$ cat src/rtl/csa_resolve_pipe_if.sv
`default_nettype none
// +--------------------------------------------------------------------------+
// | csa_resolve_pipe_if : redundant-pair in / binary result out handshake    |
// | Optional build macro: CSA_RESOLVE_ZERO_EN (adds the zero flag)           |
// | Revision: 1.0                                                            |
// +--------------------------------------------------------------------------+
interface csa_resolve_pipe_if #(
    parameter int WIDTH = 64
);
    logic             in_valid;
    logic             in_ready;
    logic [WIDTH-1:0] s_in;
    logic [WIDTH-1:0] c_in;
    logic             out_valid;
    logic             out_ready;
    logic [WIDTH+1:0] res;
`ifdef CSA_RESOLVE_ZERO_EN
    logic             zero;
`endif

    modport slave (
        input  in_valid, s_in, c_in, out_ready,
        output in_ready, out_valid, res
`ifdef CSA_RESOLVE_ZERO_EN
        , output zero
`endif
    );

    modport master (
        output in_valid, s_in, c_in, out_ready,
        input  in_ready, out_valid, res
`ifdef CSA_RESOLVE_ZERO_EN
        , input zero
`endif
    );
endinterface
`default_nettype wire

$ cat src/rtl/csa_resolve_pipe.sv
`default_nettype none
// +--------------------------------------------------------------------------+
// | csa_resolve_pipe : pipelined carry-propagate add of a (sum, carry) pair  |
// | Optional build macro: CSA_RESOLVE_ZERO_EN (registered res==0 flag)       |
// | Revision: 1.0                                                            |
// +--------------------------------------------------------------------------+
module csa_resolve_pipe #(
    parameter int WIDTH = 64,
    parameter int CHUNK = 16
) (
    input wire                 clk,
    input wire                 rst,
    csa_resolve_pipe_if.slave  bus_io
);
    localparam int STAGES = WIDTH / CHUNK;
    localparam int XW     = WIDTH + 2;
    localparam int LAST   = STAGES - 1;

    logic [XW-1:0]     a_src [STAGES];
    logic [XW-1:0]     b_src [STAGES];
    logic [XW-1:0]     s_src [STAGES];
    logic              c_src [STAGES];
    logic              v_src [STAGES];
    logic [XW-1:0]     s_d   [STAGES];
    logic              cy_d  [LAST];

    logic [XW-1:0]     a_q   [LAST];
    logic [XW-1:0]     b_q   [LAST];
    logic              cy_q  [LAST];
    logic [XW-1:0]     s_q   [STAGES];
    logic [STAGES-1:0] vld_q;

`ifdef CSA_RESOLVE_ZERO_EN
    logic              z_src [STAGES];
    logic              z_d   [STAGES];
    logic              z_q   [STAGES];
`endif

    logic              stage_en;

    assign stage_en         = ~vld_q[LAST] | bus_io.out_ready;
    assign bus_io.in_ready  = stage_en;
    assign bus_io.out_valid = vld_q[LAST];
    assign bus_io.res       = s_q[LAST];

    // a_q/b_q carry the operands forward (skew); s_q accumulates finished
    // low slices (de-skew), so slices at and above stage k are still zero.
    for (genvar k = 0; k < STAGES; k++) begin : g_stage
        if (k == 0) begin : g_first
            assign a_src[k] = {2'b00, bus_io.s_in};
            assign b_src[k] = {1'b0, bus_io.c_in, 1'b0};
            assign s_src[k] = '0;
            assign c_src[k] = 1'b0;
            assign v_src[k] = bus_io.in_valid;
`ifdef CSA_RESOLVE_ZERO_EN
            assign z_src[k] = 1'b1;
`endif
        end else begin : g_next
            assign a_src[k] = a_q[k-1];
            assign b_src[k] = b_q[k-1];
            assign s_src[k] = s_q[k-1];
            assign c_src[k] = cy_q[k-1];
            assign v_src[k] = vld_q[k-1];
`ifdef CSA_RESOLVE_ZERO_EN
            assign z_src[k] = z_q[k-1];
`endif
        end

        if (k < LAST) begin : g_mid
            logic [CHUNK:0] w_sum;
            assign w_sum = {1'b0, a_src[k][k*CHUNK +: CHUNK]}
                         + {1'b0, b_src[k][k*CHUNK +: CHUNK]}
                         + {{CHUNK{1'b0}}, c_src[k]};
            assign s_d[k]  = s_src[k] | (XW'(w_sum[CHUNK-1:0]) << (k*CHUNK));
            assign cy_d[k] = w_sum[CHUNK];
`ifdef CSA_RESOLVE_ZERO_EN
            assign z_d[k]  = z_src[k] & (w_sum[CHUNK-1:0] == '0);
`endif
        end else begin : g_last
            // Top slice also absorbs operand bits [XW-1:WIDTH]; it cannot overflow.
            logic [CHUNK+1:0] w_sum;
            assign w_sum = a_src[k][XW-1:k*CHUNK]
                         + b_src[k][XW-1:k*CHUNK]
                         + {{(CHUNK+1){1'b0}}, c_src[k]};
            assign s_d[k] = s_src[k] | (XW'(w_sum) << (k*CHUNK));
`ifdef CSA_RESOLVE_ZERO_EN
            assign z_d[k] = z_src[k] & (w_sum == '0);
`endif
        end
    end

    // Data only loads behind a valid bit, so bubbles never disturb res.
    always_ff @(posedge clk or posedge rst) begin
        if (rst) begin
            vld_q <= '0;
            for (int k = 0; k < STAGES; k++) begin
                s_q[k] <= '0;
            end
            for (int k = 0; k < LAST; k++) begin
                a_q[k]  <= '0;
                b_q[k]  <= '0;
                cy_q[k] <= 1'b0;
            end
        end else if (stage_en) begin
            for (int k = 0; k < STAGES; k++) begin
                vld_q[k] <= v_src[k];
                if (v_src[k]) begin
                    s_q[k] <= s_d[k];
                end
            end
            for (int k = 0; k < LAST; k++) begin
                if (v_src[k]) begin
                    a_q[k]  <= a_src[k];
                    b_q[k]  <= b_src[k];
                    cy_q[k] <= cy_d[k];
                end
            end
        end
    end

`ifdef CSA_RESOLVE_ZERO_EN
    assign bus_io.zero = z_q[LAST];

    always_ff @(posedge clk or posedge rst) begin
        if (rst) begin
            for (int k = 0; k < STAGES; k++) begin
                z_q[k] <= 1'b1;
            end
        end else if (stage_en) begin
            for (int k = 0; k < STAGES; k++) begin
                if (v_src[k]) begin
                    z_q[k] <= z_d[k];
                end
            end
        end
    end
`else
    // No zero-flag state exists in this build.
`endif

endmodule
`default_nettype wire

$ cat src/flat_wrapper.sv
// flat-port wrapper written by rule: the top's interface ports become plain ports
module csa_resolve_pipe_flat 
#(
    parameter int WIDTH = 64,
    parameter int CHUNK = 16
)
  (clk, rst, bus_io_in_valid, bus_io_s_in, bus_io_c_in, bus_io_out_ready, bus_io_in_ready, bus_io_out_valid, bus_io_res);
  csa_resolve_pipe_if #(.WIDTH(WIDTH)) bus_io_i ();
  input wire clk;
  input wire rst;
  input wire logic [$bits(bus_io_i.in_valid)-1:0] bus_io_in_valid;
  input wire logic [$bits(bus_io_i.s_in)-1:0] bus_io_s_in;
  input wire logic [$bits(bus_io_i.c_in)-1:0] bus_io_c_in;
  input wire logic [$bits(bus_io_i.out_ready)-1:0] bus_io_out_ready;
  output wire logic [$bits(bus_io_i.in_ready)-1:0] bus_io_in_ready;
  output wire logic [$bits(bus_io_i.out_valid)-1:0] bus_io_out_valid;
  output wire logic [$bits(bus_io_i.res)-1:0] bus_io_res;
  assign bus_io_i.in_valid = bus_io_in_valid;
  assign bus_io_i.s_in = bus_io_s_in;
  assign bus_io_i.c_in = bus_io_c_in;
  assign bus_io_i.out_ready = bus_io_out_ready;
  assign bus_io_in_ready = bus_io_i.in_ready;
  assign bus_io_out_valid = bus_io_i.out_valid;
  assign bus_io_res = bus_io_i.res;
  csa_resolve_pipe #(.WIDTH(WIDTH), .CHUNK(CHUNK)) u_core (.clk(clk), .rst(rst), .bus_io(bus_io_i));
endmodule
$ cat config.mk
export PLATFORM = sky130hd
export DESIGN_NAME = csa_resolve_pipe_flat
export DESIGN_NICKNAME = d
export VERILOG_FILES = /design/src/rtl/csa_resolve_pipe_if.sv /design/src/rtl/csa_resolve_pipe.sv /design/src/flat_wrapper.sv
export SDC_FILE = /design/constraint.sdc
export NUM_CORES = 1
export LEC_CHECK = 0
export CAP_MARGIN = 10
export CELL_PAD_IN_SITES_DETAIL_PLACEMENT = 1
export CELL_PAD_IN_SITES_GLOBAL_PLACEMENT = 1
export CORE_UTILIZATION = 30
export CTS_CLUSTER_SIZE = 16
export DETAILED_ROUTE_END_ITERATION = 8
export HOLD_SLACK_MARGIN = 0.15
export MAX_ROUTING_LAYER = met4
export PLACE_DENSITY = 0.61
export SYNTH_ARGS = -nofsm -noshare
export SYNTH_HDL_FRONTEND = slang
export SYNTH_SLANG_ARGS = --single-unit
$ cat constraint.sdc
create_clock -name clk -period 12 [get_ports clk]
set_input_delay 1.8 -clock clk [delete_from_list [all_inputs] [get_ports clk]]
set_output_delay 1.8 -clock clk [all_outputs]
set_load 0.01 [all_outputs]
# Yosys cells after proc, flatten, opt, wreduce, memory -nomap -nowiden
# Index checks and enable logic that the tools add are counted.
[classes]
n_reduce_logical = 4
bitwise = 5
add_sub_neg = 7
[op_table]
columns = ["cell", "n"]
rows = [
  ["OR 66 x 48 -> 66 bit", 1],
  ["OR 66 bit", 1],
  ["adder 16 x 16 -> 17 bit", 3],
  ["adder 17 x 1 -> 17 bit", 2],
  ["OR 16 x 32 -> 32 bit", 1],
  ["adder 16 x 17 -> 18 bit", 1],
  ["adder 18 x 1 -> 18 bit", 1],
  ["AND reduction 2 bit", 4],
  ["inverter 1 bit", 1],
  ["OR 1 bit", 1],
]
[totals]
inputBits = 132
ff_bits = 605
output_inout_bits = 68
wordCells = 30

# Depth between registers and ports, before layout
# Gate-level depths: netlist (run 1).
[depth]
word_depth = 3
depth_mapped = 10
depth_no_buf = 10

# Least setup slack after synthesis (run 1)
# No wires, ideal clock.
[synth_timing]
path_type = "in2out"
from = "input bus_io_out_ready"
to = "output bus_io_in_ready"
arrival_ps = 2128
slack_ps = 8072
t_required_ps = 10200
stages = 2
path_buffers = 1
cell_sequence = "nand2b_1 -> buf_2"
[synth_between]
elab_chain_len = 1
[synth_lines]
columns = ["element", "line", "rtl"]
rows = [
  ["start: declaration", "flat_wrapper.sv:14", "input wire logic [$bits(bus_io_i.out_ready)-1:0] bus_io_out_ready;"],
  ["OR 1 bit", "csa_resolve_pipe.sv:41", "assign stage_en = ~vld_q[LAST] | bus_io.out_ready;"],
  ["end: declaration", "flat_wrapper.sv:15", "output wire logic [$bits(bus_io_i.in_ready)-1:0] bus_io_in_ready;"],
]
# No other way between the ends.

# Worst setup path in the final report (run 1)
# Same ends and word-level chain as after synthesis.

==> results of run 1 <==
## state kept, by name, summed over array words and instances (netlist names)
name / count
u_core.a_q: 99
u_core.b_q: 99
u_core.bus_io.res: 66
u_core.c_src: 3
u_core.s_q: 93
u_core.vld_q: 4
## layout by cell type, fill, tap and decap left out, types with 23 or more instances in the layout
master | Yosys | routed
ha_1 | 60 | 60
xor2_1 | 23 | 23
a21oi_1 | 40 | 40
nand2_1 | 88 | 84
clkbuf_16 | 0 | 45
o21ai_0 | 80 | 80
mux2_2 | 300 | 300
nor2_1 | 26 | 26
clkdlybuf4s50_1 | 0 | 199
dfrtp_1 | 364 | 364
## final timing paths
kind | end | depth (start not counted) | start | slack [ps]
worst max register to register | u_core.s_q[160]$_DFFE_PP0P_ | 9 | u_core.b_q[148]$_DFFE_PP0P_ | 9010
worst max-delay path | bus_io_in_ready | 4 | bus_io_out_ready | 6920
worst min-delay path | u_core.s_q[159]$_DFFE_PP0P_ | 2 | u_core.s_q[159]$_DFFE_PP0P_ | 480
min in group asynchronous | u_core.s_q[199]$_DFFE_PP0P_ | 2 | rst | 1780
max in group asynchronous | u_core.b_q[167]$_DFFE_PP0P_ | 4 | rst | 7950
worst min register to register | u_core.s_q[159]$_DFFE_PP0P_ | 2 | u_core.s_q[159]$_DFFE_PP0P_ | 480
## worst min-delay path, cell delays in order, from the launching register on
cell	delay (ps)
dfrtp_1	340
nand2_1	50
o21ai_0	60
## cells by family (layout without fill, tap and decap cells)
group / Yosys count / count (layout) / share of synthesized area [%]
buf+inv: 67 / 301 / 1.70
flops: 364 / 364 / 56.5
compound gates: 200 / 200 / 7.94
xor+xnor: 42 / 42 / 2.28
simple gates: 173 / 173 / 4.96
mux: 303 / 303 / 21.1
fa+ha+maj: 67 / 67 / 5.52
## per-stage QoR
| step | hold WS (ps) | cells | util, % |
|---|---|---|---|
| floorplan | 435 | 1216 | - |
| global placement | 460 | 2067 | 35.7 |
| detailed placement | 469 | 2067 | 35.7 |
| CTS | 483 | 2138 | 38.4 |
| global route | 502 | 2138 | 38.4 |
| finish | 476 | 2138 | 38.4 |
## power groups by stage
stage	clock, mW	sequential, mW	combinational [mW]
2_1_floorplan	0	2.05	1.67
3_3_place_gp	0	2.12	2.32
3_5_place_dp	0	2.14	2.39
4_1_cts	1.34	2.12	2.41
5_1_grt	1.38	2.19	2.63
6_report	1.28	2.10	2.36
## metal layers
metal	up-vias	GRT usage [%]	part of all wire [%]
li1	4771	-	-
met1	5109	18.7	46
met2	152	23.9	49
met3	49	2.85	3.8
met4	0	3.86	1.9
met5	-	-	0
## synth_stat cells, types with 7 or more instances
cell type  instances  area (um^2)
ha_1              60          751
xor2_1            23          201
mux2_2           300         3380
xnor2_1           19          166
nand2_1           88          330
nor2_1            26         97.6
buf_2             18         90.1
nand3_1            8         40.0
inv_1             21         78.8
a21oi_1           40          200
clkbuf_1          20         75.1
nand2b_1          11         68.8
buf_1              8         30.0
fa_1               7          140
nand4_1            7         43.8
o21a_1             8         60.1
o31ai_1           10         75.1
nor3_1             9         45.0
a211oi_1          12         90.1
o21ai_0           80          400
dfrtp_1          364         9110
## area by class of cell
type / count / area (um^2) / share of cell area, %
flip-flops and latches: 364 / 9110 / 44.9
multi-input cells: 785 / 6770 / 33.4
repair buffers: 209 / 2070 / 10.2
clock buffers: 59 / 1270 / 6.25
well taps: 688 / 861 / 4.24
clock inverters: 12 / 124 / 0.611
inverters: 21 / 86.3 / 0.426
==> flow_metrics.py, run 1 <==
metrics = {
    "synth": {
        "yosys_warnings": 0,
        "synth-seq-cells": 364,
        "synth_cell_type_count": 56,
        "syn_inst": 1216,
        "syn-num-nets": 1415,
        "synth_seq_area_share_pct": 56.5,
        "synth_edf_count": 0,
        "synthArstFlopShare_pct": 100,
        "ys.flop_type": "dfrtp_1",
        "synth_area_um2": 16100,
        "syn_avg_cell_area_um2": 13.3,
    },
    "worst_setup_path": {
        "cpMaxStageDelayCell": "clkdlybuf4s50_1",
        "cpPeakStageDelay_ps": 590,
        "crit_type": "input port to output pin",
        "worstPathRequired_ps": 10200,
        "crit_buf_inv": 3,
        "critPathArrivalTime_ps": 3280,
        "crit_top_cell": "clkdlybuf4s50_1",
        "cp-start-kind": "input port",
        "critPathMaxFanout": 13,
        "cp-end-kind": "output pin",
        "worstPathCellList": "clkdlybuf4s50_1, nand2b_1, buf_4, clkdlybuf4s50_1",
        "cpLargestDelayFamily": "buffers and inverters",
    },
    "floorplanning": {
        "die-area_um2": 54700,
        "rows": 84,
        "initial_core_util_pct": 30.5,
        "die_w_um": 234,
        "core_area_um2": 52900,
        "die_y_um": 234,
        "boundaryPins": 200,
    },
    "grt": {
        "grt_pass1_wl_um": 61000,
        "grt_use_total_pct": 14.7,
        "antenna_found_initial": 0,
        "grt_pass1_vias": 11100,
        "grt_max_degree": 108,
        "grt_overflow": 0,
    },
    "drt": {
        "vias": 10100,
        "drtPass1Iterations": 8,
        "routed_wl_um": 37400,
        "vias_per_cell": 4.72,
        "post_drt_wl_per_cell_um": 17.5,
        "drc": 6,
        "postRouteAntennaNets": 0,
        "drt_iter0_drc": 383,
    },
    "timing": {
        "fin_crit_ps": 5080,
        "fin_worst_skew_ps": 14.3,
        "fmax_ghz": 0.197,
        "setup_viol": 0,
        "period_share_pct": 42.3,
        "drv_slew": 0,
        "worst_pin_slew_ps": 1070,
        "tns_ps": 0,
        "fin_ws_ps": 6920,
        "rsz0062_at_grt": "false",
        "final-hold-violation-count": 0,
        "max-slew-margin-rel_pct": 28.5,
    },
    "run": {
        "drv_cap": 0,
    },
    "placement": {
        "pre_cts_ws_ps": 6870,
        "place_congestion": 0.788,
        "port_buffers": 199,
        "placed_cell_area_um2": 18900,
        "place_hpwl_um": 25800,
    },
    "clock_network": {
        "clk_path_buf_depth": 3,
        "cts_tree": "yes",
        "htree_levels": 2,
        "cts_hold_buf": 0,
        "post_cts_buffers": 0,
        "cts_root_buffer": "clkbuf_16",
        "cts.sinks": 364,
        "path_clk_slew_ps": 60,
        "cts_inserted_buffers": 42,
        "clock_latency_ps": 550,
        "cts_resized": 0,
    },
    "power": {
        "p_comb_share_pct": 41.1,
        "switching_share_pct": 34.0,
        "p_total_mw": 5.75,
        "peakVddDrop_mv": 0.104,
        "p_leak_nw": 8.62,
        "clock_power_share_pct": 22.3,
        "p_seq_share_pct": 36.6,
        "intPower_mw": 3.79,
        "power.net_switching_mw": 1.96,
        "power.density_cell_area_nw_per_um2": 283,
    },
    "layout": {
        "final_nets": 1622,
        "stdcell_area_um2": 20300,
        "diodes": 0,
        "drive_gt1_share_pct": 27.5,
        "fillers": 5498,
        "syn_to_final_growth_pct": 25.8,
    },
    "min_path": {
        "hold_path_class": "register to register",
    },
    "status": {
        "status": "finished, violations left",
        "violations": "design-rule violations",
    },
}
(Power assumes the default switching activity.)
==> run 2: changes to the inputs <==
==> constraint.sdc (replaced) <==
create_clock -name clk -period 4.4 [get_ports clk]
set_input_delay 0.66 -clock clk [delete_from_list [all_inputs] [get_ports clk]]
set_output_delay 0.66 -clock clk [all_outputs]
set_load 0.01 [all_outputs]
==> flow_metrics.py, run 2 (synthesis results as in run 1) <==
metrics = {
    "timing": {
        "tns_ps": 0,
        "worst_pin_slew_ps": 801,
        "period_share_pct": 70.6,
        "final-hold-violation-count": 0,
        "fin_worst_skew_ps": 14.9,
        "drv_slew": 0,
        "holdWs_ps": 473,
        "setup_viol": 0,
        "fin_crit_ps": 3110,
        "fmax_ghz": 0.322,
        "max-slew-margin-rel_pct": 46.6,
        "rsz0062_at_grt": "false",
    },
    "worst_setup_path": {
        "worstPathRequired_ps": 3740,
        "crit_top_cell": "clkdlybuf4s50_1",
        "reg2reg_to": "u_core.s_q[160]$_DFFE_PP0P_",
        "cp-end-kind": "output pin",
        "cp-start-kind": "input port",
        "cp_num_cells": 3,
        "r2r_cells": 9,
        "worstPathCellList": "clkdlybuf4s50_1, nand2b_1, clkdlybuf4s50_1",
        "crit_path_end": "bus_io_in_ready",
        "worstReg2RegStart": "u_core.b_q[148]$_DFFE_PP0P_",
        "critPathMaxFanout": 9,
        "cpPeakStageDelay_ps": 700,
        "crit_type": "input port to output pin",
        "cpMaxStageDelayCell": "clkdlybuf4s50_1",
        "critPathArrivalTime_ps": 2450,
        "ff2ff_setup_slack_ps": 1410,
        "cpLargestDelayFamily": "buffers and inverters",
        "startpoint": "bus_io_out_ready",
        "crit_buf_inv": 2,
    },
    "placement": {
        "place_hpwl_um": 26700,
        "port_buffers": 199,
        "place_congestion": 0.784,
    },
    "floorplanning": {
        "die_y_um": 234,
        "boundaryPins": 200,
        "rows": 84,
        "initial_core_util_pct": 30.5,
        "core_area_um2": 52900,
        "die_w_um": 234,
        "die-area_um2": 54700,
    },
    "clock_network": {
        "cts_inserted_buffers": 43,
        "cts_root_buffer": "clkbuf_16",
        "path_clk_slew_ps": 60,
        "clk_path_buf_depth": 3,
        "cts.sinks": 364,
        "clock_latency_ps": 550,
        "post_cts_buffers": 0,
        "cts_tree": "yes",
        "cts_hold_buf": 0,
        "htree_levels": 2,
        "cts_resized": 0,
    },
    "drt": {
        "drtPass1Iterations": 6,
        "vias": 10100,
        "drc": 0,
        "drt_iter0_drc": 345,
        "routed_wl_um": 37900,
        "vias_per_cell": 4.68,
        "post_drt_wl_per_cell_um": 17.6,
        "postRouteAntennaNets": 0,
    },
    "layout": {
        "drive_gt1_share_pct": 27.8,
        "final_nets": 1632,
        "fillers": 5522,
        "reg_top3": "u_core.a_q x99, u_core.b_q x99, u_core.s_q x93",
        "layout_commonest_cell": "dfrtp_1",
        "syn_to_final_growth_pct": 27.2,
        "final_cell_mix": "dfrtp_1 (364), mux2_2 (300), clkdlybuf4s50_1 (199)",
    },
    "power": {
        "power.net_switching_mw": 5.35,
        "p_seq_share_pct": 36.3,
        "switching_share_pct": 33.8,
        "p_leak_nw": 8.72,
        "peakVddDrop_mv": 0.281,
        "intPower_mw": 10.5,
        "p_comb_share_pct": 41.2,
        "p_total_mw": 15.8,
        "clock_power_share_pct": 22.6,
        "power.density_cell_area_nw_per_um2": 771,
    },
    "grt": {
        "grt_use_total_pct": 14.9,
        "grt_pass1_wl_um": 62000,
        "grt_max_degree": 131,
        "grt_pass1_vias": 11200,
        "grt_overflow": 0,
        "grtUsageMet2_pct": 23.9,
        "grt_use_met3_pct": 2.40,
        "use_met1_pct": 18.9,
        "antenna_found_initial": 1,
        "grt_busiest_layer": "met2",
    },
    "run": {
        "drv_cap": 0,
    },
    "min_path": {
        "hold_path_class": "register to register",
    },
    "status": {
        "status": "finished, final reports clean",
    },
}
[run 2: changes by cell type in the layout (fill, tap and decap cells not counted), sizes merged]
cell	before	now
diode	0	1
clkbuf	59	68
buf	10	19
clkinv	6	2
[run 2: worst min-delay path by stage]
stage	start	endpoint	slack, ps	cells after the start
final	u_core.s_q[154]$_DFFE_PP0P_	u_core.s_q[154]$_DFFE_PP0P_	470	2
after global routing	u_core.s_q[101]$_DFFE_PP0P_	u_core.s_q[101]$_DFFE_PP0P_	490	2
after CTS	u_core.s_q[210]$_DFFE_PP0P_	u_core.s_q[210]$_DFFE_PP0P_	480	2
after global placement	u_core.s_q[210]$_DFFE_PP0P_	u_core.s_q[210]$_DFFE_PP0P_	460	2
after floorplan	u_core.s_q[109]$_DFFE_PP0P_	u_core.s_q[109]$_DFFE_PP0P_	430	2
after detailed placement	u_core.s_q[202]$_DFFE_PP0P_	u_core.s_q[202]$_DFFE_PP0P_	470	2
[run 2: cell type report]
| class | count | area [um^2] | share of cell area [%] |
|---|---|---|---|
| Sequential cell | 364 | 9110 | 44.4 |
| Multi-Input combinational cell | 785 | 6770 | 33.0 |
| Timing Repair Buffer | 218 | 2250 | 11.0 |
| Clock buffer | 68 | 1330 | 6.50 |
| Tap cell | 688 | 861 | 4.20 |
| Clock inverter | 8 | 104 | 0.506 |
| Inverter | 21 | 82.6 | 0.403 |
| Antenna cell | 1 | 2.50 | 0.0122 |
[run 2: layer usage]
layer,routed length (um),share of wire [%]
met4,932,2.5
met2,18400,48
met3,1320,3.5
met1,17300,46
met5,0,0
[run 2: power groups by stage]
stage	registers (mW)	clock network [mW]	logic, mW
after floorplan	5.60	0	4.56
after global placement	5.77	0	6.38
after detailed placement	5.83	0	6.58
after CTS	5.78	3.71	6.65
after global routing	5.95	3.83	7.26
final	5.74	3.57	6.51
[run 2: per-stage QoR]
step | cells | utilization [%] | area, um^2 | worst slack [ps]
after detailed placement | 2076 | 36.1 | 19100 | 1110
after floorplan | 1216 | - | 16100 | -1140
after global placement | 2076 | 36.1 | 19100 | 1120
after global routing | 2153 | 38.8 | 20500 | 1200
final | 2153 | 38.8 | 20500 | 1290
after CTS | 2152 | 38.8 | 20500 | 1240
[run 2: tightest hold or removal path: cells and delay by family, from the launching register on]
family          cells  cell delay [ps]
flops               1              340
simple gates        1               50
compound gates      1               60
==> run 3: changes to the inputs <==
==> constraint.sdc (replaced) <==
create_clock -name clk -period 2.6 [get_ports clk]
set_input_delay 0.39 -clock clk [delete_from_list [all_inputs] [get_ports clk]]
set_output_delay 0.39 -clock clk [all_outputs]
set_load 0.01 [all_outputs]
==> flow_metrics.py, run 3 (synthesis results as in run 1) <==
metrics = {
    "timing": {
        "setup_viol": 2,
        "fin_ws_ps": -93.0,
        "final-hold-violation-count": 0,
        "rsz0062_at_grt": "true",
        "period_share_pct": 104,
        "fin_worst_skew_ps": 23.2,
        "worst_pin_slew_ps": 444,
        "drv_slew": 0,
        "max-slew-margin-rel_pct": 70.2,
        "fin_crit_ps": 2690,
        "fmax_ghz": 0.371,
    },
    "placement": {
        "placed_cell_area_um2": 19500,
        "place_hpwl_um": 27500,
        "pre_cts_ws_ps": -408,
        "port_buffers": 199,
        "place_congestion": 0.781,
    },
    "layout": {
        "final_nets": 1682,
        "reg_top3": "u_core.a_q x99, u_core.b_q x99, u_core.s_q x93",
        "utilization_pct": 39.8,
        "syn_to_final_growth_pct": 30.4,
        "diodes": 0,
        "final_cell_mix": "dfrtp_1 (364), mux2_2 (299), clkdlybuf4s50_1 (199)",
        "fillers": 5542,
        "layout_commonest_cell": "dfrtp_1",
        "stdcell_area_um2": 21000,
        "drive_gt1_share_pct": 31.2,
    },
    "power": {
        "peakVddDrop_mv": 0.514,
        "clock_power_share_pct": 21.1,
        "p_seq_share_pct": 35.5,
        "switching_share_pct": 33.9,
        "power.net_switching_mw": 9.33,
        "p_comb_share_pct": 43.4,
        "p_total_mw": 27.5,
        "power.density_cell_area_nw_per_um2": 1310,
        "intPower_mw": 18.2,
        "p_leak_nw": 8.99,
    },
    "worst_setup_path": {
        "r2r_cells": 9,
        "reg2reg_to": "u_core.s_q[162]$_DFFE_PP0P_",
        "critPathArrivalTime_ps": 3130,
        "critPathMaxFanout": 3,
        "cp-end-kind": "register",
        "cp-start-kind": "register",
        "ff2ff_setup_slack_ps": -90,
        "worstPathRequired_ps": 3040,
        "crit_type": "register to register",
        "worstReg2RegStart": "u_core.b_q[148]$_DFFE_PP0P_",
    },
    "clock_network": {
        "cts_inserted_buffers": 42,
        "clk_path_buf_depth": 3,
        "cts_tree": "yes",
        "cts_root_buffer": "clkbuf_16",
        "path_clk_slew_ps": 60,
        "htree_levels": 2,
        "clock_latency_ps": 560,
        "cts.sinks": 364,
        "cts_hold_buf": 0,
    },
    "floorplanning": {
        "initial_core_util_pct": 30.5,
        "die_w_um": 234,
        "die_y_um": 234,
        "rows": 84,
        "core_area_um2": 52900,
        "die-area_um2": 54700,
        "boundaryPins": 200,
    },
    "drt": {
        "post_drt_wl_per_cell_um": 17.4,
        "drc": 6,
        "dr_wl_met3_um": 1250,
        "postRouteAntennaNets": 0,
        "drtPass1Iterations": 9,
        "drt_iter0_drc": 297,
        "met1_length_um": 17000,
        "routed_wl_um": 38300,
        "routed.top_layer": "met4",
        "vias": 10400,
        "met2_length_um": 19200,
        "vias_per_cell": 4.72,
    },
    "grt": {
        "antenna_found_initial": 0,
        "grt_pass1_vias": 11300,
        "grt_pass1_wl_um": 62400,
        "grt_max_degree": 83,
        "grt_use_total_pct": 14.9,
        "grt_overflow": 0,
    },
    "min_path": {
        "hold_path_class": "input port to async pin",
    },
    "status": {
        "violations": "design-rule violations, negative setup slack",
        "status": "finished, violations left",
    },
    "run": {
        "drv_cap": 0,
    },
}
-- run 3: cell types whose count changed in the layout (fill, tap and decap cells not counted), moves of 2 or more --
cell / change
buf_4: +43
buf_12: +8
fa_1: -6
fa_2: +6
clkbuf_16: -3
clkinvlp_4: -3
o21ai_0: -3
a21oi_1: -2
a21oi_4: +2
clkinv_2: +2
inv_6: +2
o21ai_1: +2
o31ai_1: -2
o31ai_2: +2
-- run 3: worst max-delay path by stage --
stage,startpoint,endpoint
2_1_floorplan,rst,u_core.a_q[0]$_DFFE_PP0P_
3_3_place_gp,bus_io_c_in[0],u_core.s_q[213]$_DFFE_PP0P_
3_5_place_dp,bus_io_c_in[0],u_core.s_q[213]$_DFFE_PP0P_
4_1_cts,u_core.b_q[148]$_DFFE_PP0P_,u_core.s_q[160]$_DFFE_PP0P_
5_1_grt,u_core.b_q[148]$_DFFE_PP0P_,u_core.s_q[162]$_DFFE_PP0P_
6_report,u_core.b_q[148]$_DFFE_PP0P_,u_core.s_q[162]$_DFFE_PP0P_
-- run 3: layer usage --
metal | global-route usage, % | vias up
met4 | 4.83 | 0
met1 | 18.8 | 5287
li1 | - | 4893
met5 | - | -
met3 | 1.96 | 57
met2 | 24.8 | 159
-- run 3: stage by stage --
stage / TNS [ps] / hold WS, ps / cells
2_1_floorplan: -972690 / 435 / 1216
3_3_place_gp: -1540 / 457 / 2117
3_5_place_dp: -2040 / 454 / 2117
4_1_cts: -271 / 171 / 2195
5_1_grt: -341 / 192 / 2202
6_report: -174 / 193 / 2202
-- run 3: area by class of cell --
class                   count  area (um^2)  area share [%]
clock buffers              65         1250            5.93
clock inverters            10          123           0.583
inverters                  21         82.6           0.393
multi-input cells         785         6880            32.7
flip-flops and latches    364         9110            43.3
well taps                 688          861            4.09
repair buffers            269         2730            13.0
-- run 3: critical path: stages, from the launching register on --
cell and delay, ps:
dfrtp_1 410, fa_2 430, fa_2 390, a211oi_2 260, nor2_1 110, o21a_1 200
nor2_2 120, nor4b_1 70, o41a_1 380, a22o_1 210
-- run 3: power by group through the flow --
stage          Sequential [mW]  Clock (mW)  Combinational [mW]
2_1_floorplan             9.47           0                7.72
3_3_place_gp              9.80           0                11.2
3_5_place_dp              9.90           0                11.6
4_1_cts                   9.84        6.05                11.9
5_1_grt                   10.1        6.23                13.2
6_report                  9.77        5.81                11.9
-- run 3: what timing repair did --
action | in CTS | in global routing
setup buffers | 4 | 7
resized for setup | 15 | 11
endpoints found under the setup margin | 9 | 13
endpoints found under the hold margin | 0 | 0
pin swaps | 7 | 14
==> RTL change, RTL diff (config.mk and constraints of run 3) <==
`WIDTH` is set to 64 in 3 places; all go to 32.
--- a/src/rtl/csa_resolve_pipe_if.sv
+++ b/src/rtl/csa_resolve_pipe_if.sv
@@ -5,7 +5,7 @@
 // | Revision: 1.0                                                            |
 // +--------------------------------------------------------------------------+
 interface csa_resolve_pipe_if #(
-    parameter int WIDTH = 64
+    parameter int WIDTH = 32
 );
     logic             in_valid;
     logic             in_ready;
--- a/src/rtl/csa_resolve_pipe.sv
+++ b/src/rtl/csa_resolve_pipe.sv
@@ -5,7 +5,7 @@
 // | Revision: 1.0                                                            |
 // +--------------------------------------------------------------------------+
 module csa_resolve_pipe #(
-    parameter int WIDTH = 64,
+    parameter int WIDTH = 32,
     parameter int CHUNK = 16
 ) (
     input wire                 clk,
--- a/src/flat_wrapper.sv
+++ b/src/flat_wrapper.sv
@@ -1,7 +1,7 @@
 // flat-port wrapper written by rule: the top's interface ports become plain ports
 module csa_resolve_pipe_flat 
 #(
-    parameter int WIDTH = 64,
+    parameter int WIDTH = 32,
     parameter int CHUNK = 16
 )
   (clk, rst, bus_io_in_valid, bus_io_s_in, bus_io_c_in, bus_io_out_ready, bus_io_in_ready, bus_io_out_valid, bus_io_res);
Ports: changed (resized bus_io_c_in, bus_io_res and bus_io_s_in); port bits go from 200 to 104. The function was not compared with the original's and may differ.
==> RTL change against run 3 <==
Power fell by 81%. Area after synthesis is 71% lower. Design area decreased by 70%. Sequential power down 80%. Worst setup slack gained 0.22 ns. Synthesized cell count down 62%. Wire length decreased by 69%. Non-clock buffer count is 154 lower. Maximum frequency up 8.9%. Combinational power decreased by 83%. Sequential cell count down 278. Critical path type unchanged. Via count fell by 63%.
==> RTL change: results (changes against run 3) <==
invs w/o clock=10 (was 21); Core Footprint=15300 um2 (was 52900 um2); end point of the critical path=u_core.bus_io.res[26]$_DFFE_PP0P_ (was u_core.s_q[162]$_DFFE_PP0P_); layout net count=671 (was 1682); Clock buf/inv share=0.0473 (was 0.0651); complex-gate fraction of the synthesized area=0.161 (was 0.0794); count of different cell masters after synthesis=53 (was 56); LEAKAGE=2.81 nW (was 8.99 nW); wire length per cell=15.2 um (was 17.4 um); top cells by area, synth=dfrtp_1 46%, mux2_2 8.6%, ha_1 8.0%, nand2_1 7.5%, o21ai_0 3.5% (was dfrtp_1 56%, mux2_2 21%, ha_1 4.7%, o21ai_0 2.5%, nand2_1 2.0%); Seq/Total Area, Yosys=0.458 (was 0.565); mux share of post-synthesis cell area=0.0863 (was 0.211); Int Pwr=3.58 mW (was 18.2 mW); Clock buffer cells=12 (was 65); Worst-Skew Late Latency=0.34 ns (was 0.56 ns); largest net degree at the start of global routing=87 (was 83); slowest CP cell=fa_1 (was fa_2); commonest cells in the netlist=94 x nand2_1, 86 x dfrtp_1, 36 x mux2_2, 33 x o21ai_0, 30 x ha_1 (was 364 x dfrtp_1, 300 x mux2_2, 88 x nand2_1, 80 x o21ai_0, 60 x ha_1); worst slew pin tran=0.472 ns (was 0.444 ns); fraction of area in multi-input gates=0.385 (was 0.327); IO Port Bufs=103 (was 199); share of cells above drive strength 1=0.129 (was 0.312); PostCTS Resize Cnt=0 (was 15); syn_nets=562 (was 1415); Vias=3804 (was 10400); clock buffer depth=2 (was 3); worst r2r src=u_core.cy_q$_DFFE_PP0P_ (was u_core.b_q[148]$_DFFE_PP0P_); non-clk buf share=0.181 (was 0.130); final core occ=0.416 (was 0.398); combinational power share=0.390 (was 0.434); hold_ws=0.468 ns (was 0.193 ns); final worst slack=0.127 ns (was -0.0930 ns); Post-Synth Adder-Cell Area=0.0927 (was 0.0552); DR pass1 iterations=4 (was 9); routability cong.=0.830 (was 0.781); Worst EP arrival=2.69 ns (was 3.13 ns); Max rail drop VDD=0.000299 V (was 0.000514 V); placed cells=770 (was 2117); post-place setup slack=-0.0811 ns (was -0.408 ns); Seq cells=86 (was 364); Post-Synthesis Cells=461 (was 1216); run status=complete, no violations (was complete, but fails checks); Total Routed Length=12000 um (was 38300 um); dpl hpwl=9080 um (was 27500 um); Non-clk bufs=115 (was 269); slowest stage delay, CP=0.49 ns (was 0.43 ns)
==> RTL change: cell count changes in the layout (fill, tap and decap cells not counted), sizes merged, moves of 13 or more <==
| cell | before | now |
|---|---|---|
| ha | 60 | 30 |
| nor2 | 26 | 9 |
| inv | 22 | 9 |
| a21oi | 44 | 21 |
| o21ai | 84 | 34 |
| mux2 | 300 | 36 |
| buf | 70 | 12 |
| clkbuf | 65 | 12 |
| a211oi | 14 | 1 |
| dfrtp | 364 | 86 |
| clkdlybuf4s50 | 199 | 103 |
==> RTL change: metal layers <==
layer | vias up | global-route usage | part of all wire
met2 | 76 | 0.282 | 0.50
met4 | 0 | 0.0679 | 0.019
met1 | 1857 | 0.189 | 0.44
met3 | 13 | 0.0343 | 0.043
met5 | - | - | 0
li1 | 1858 | - | -
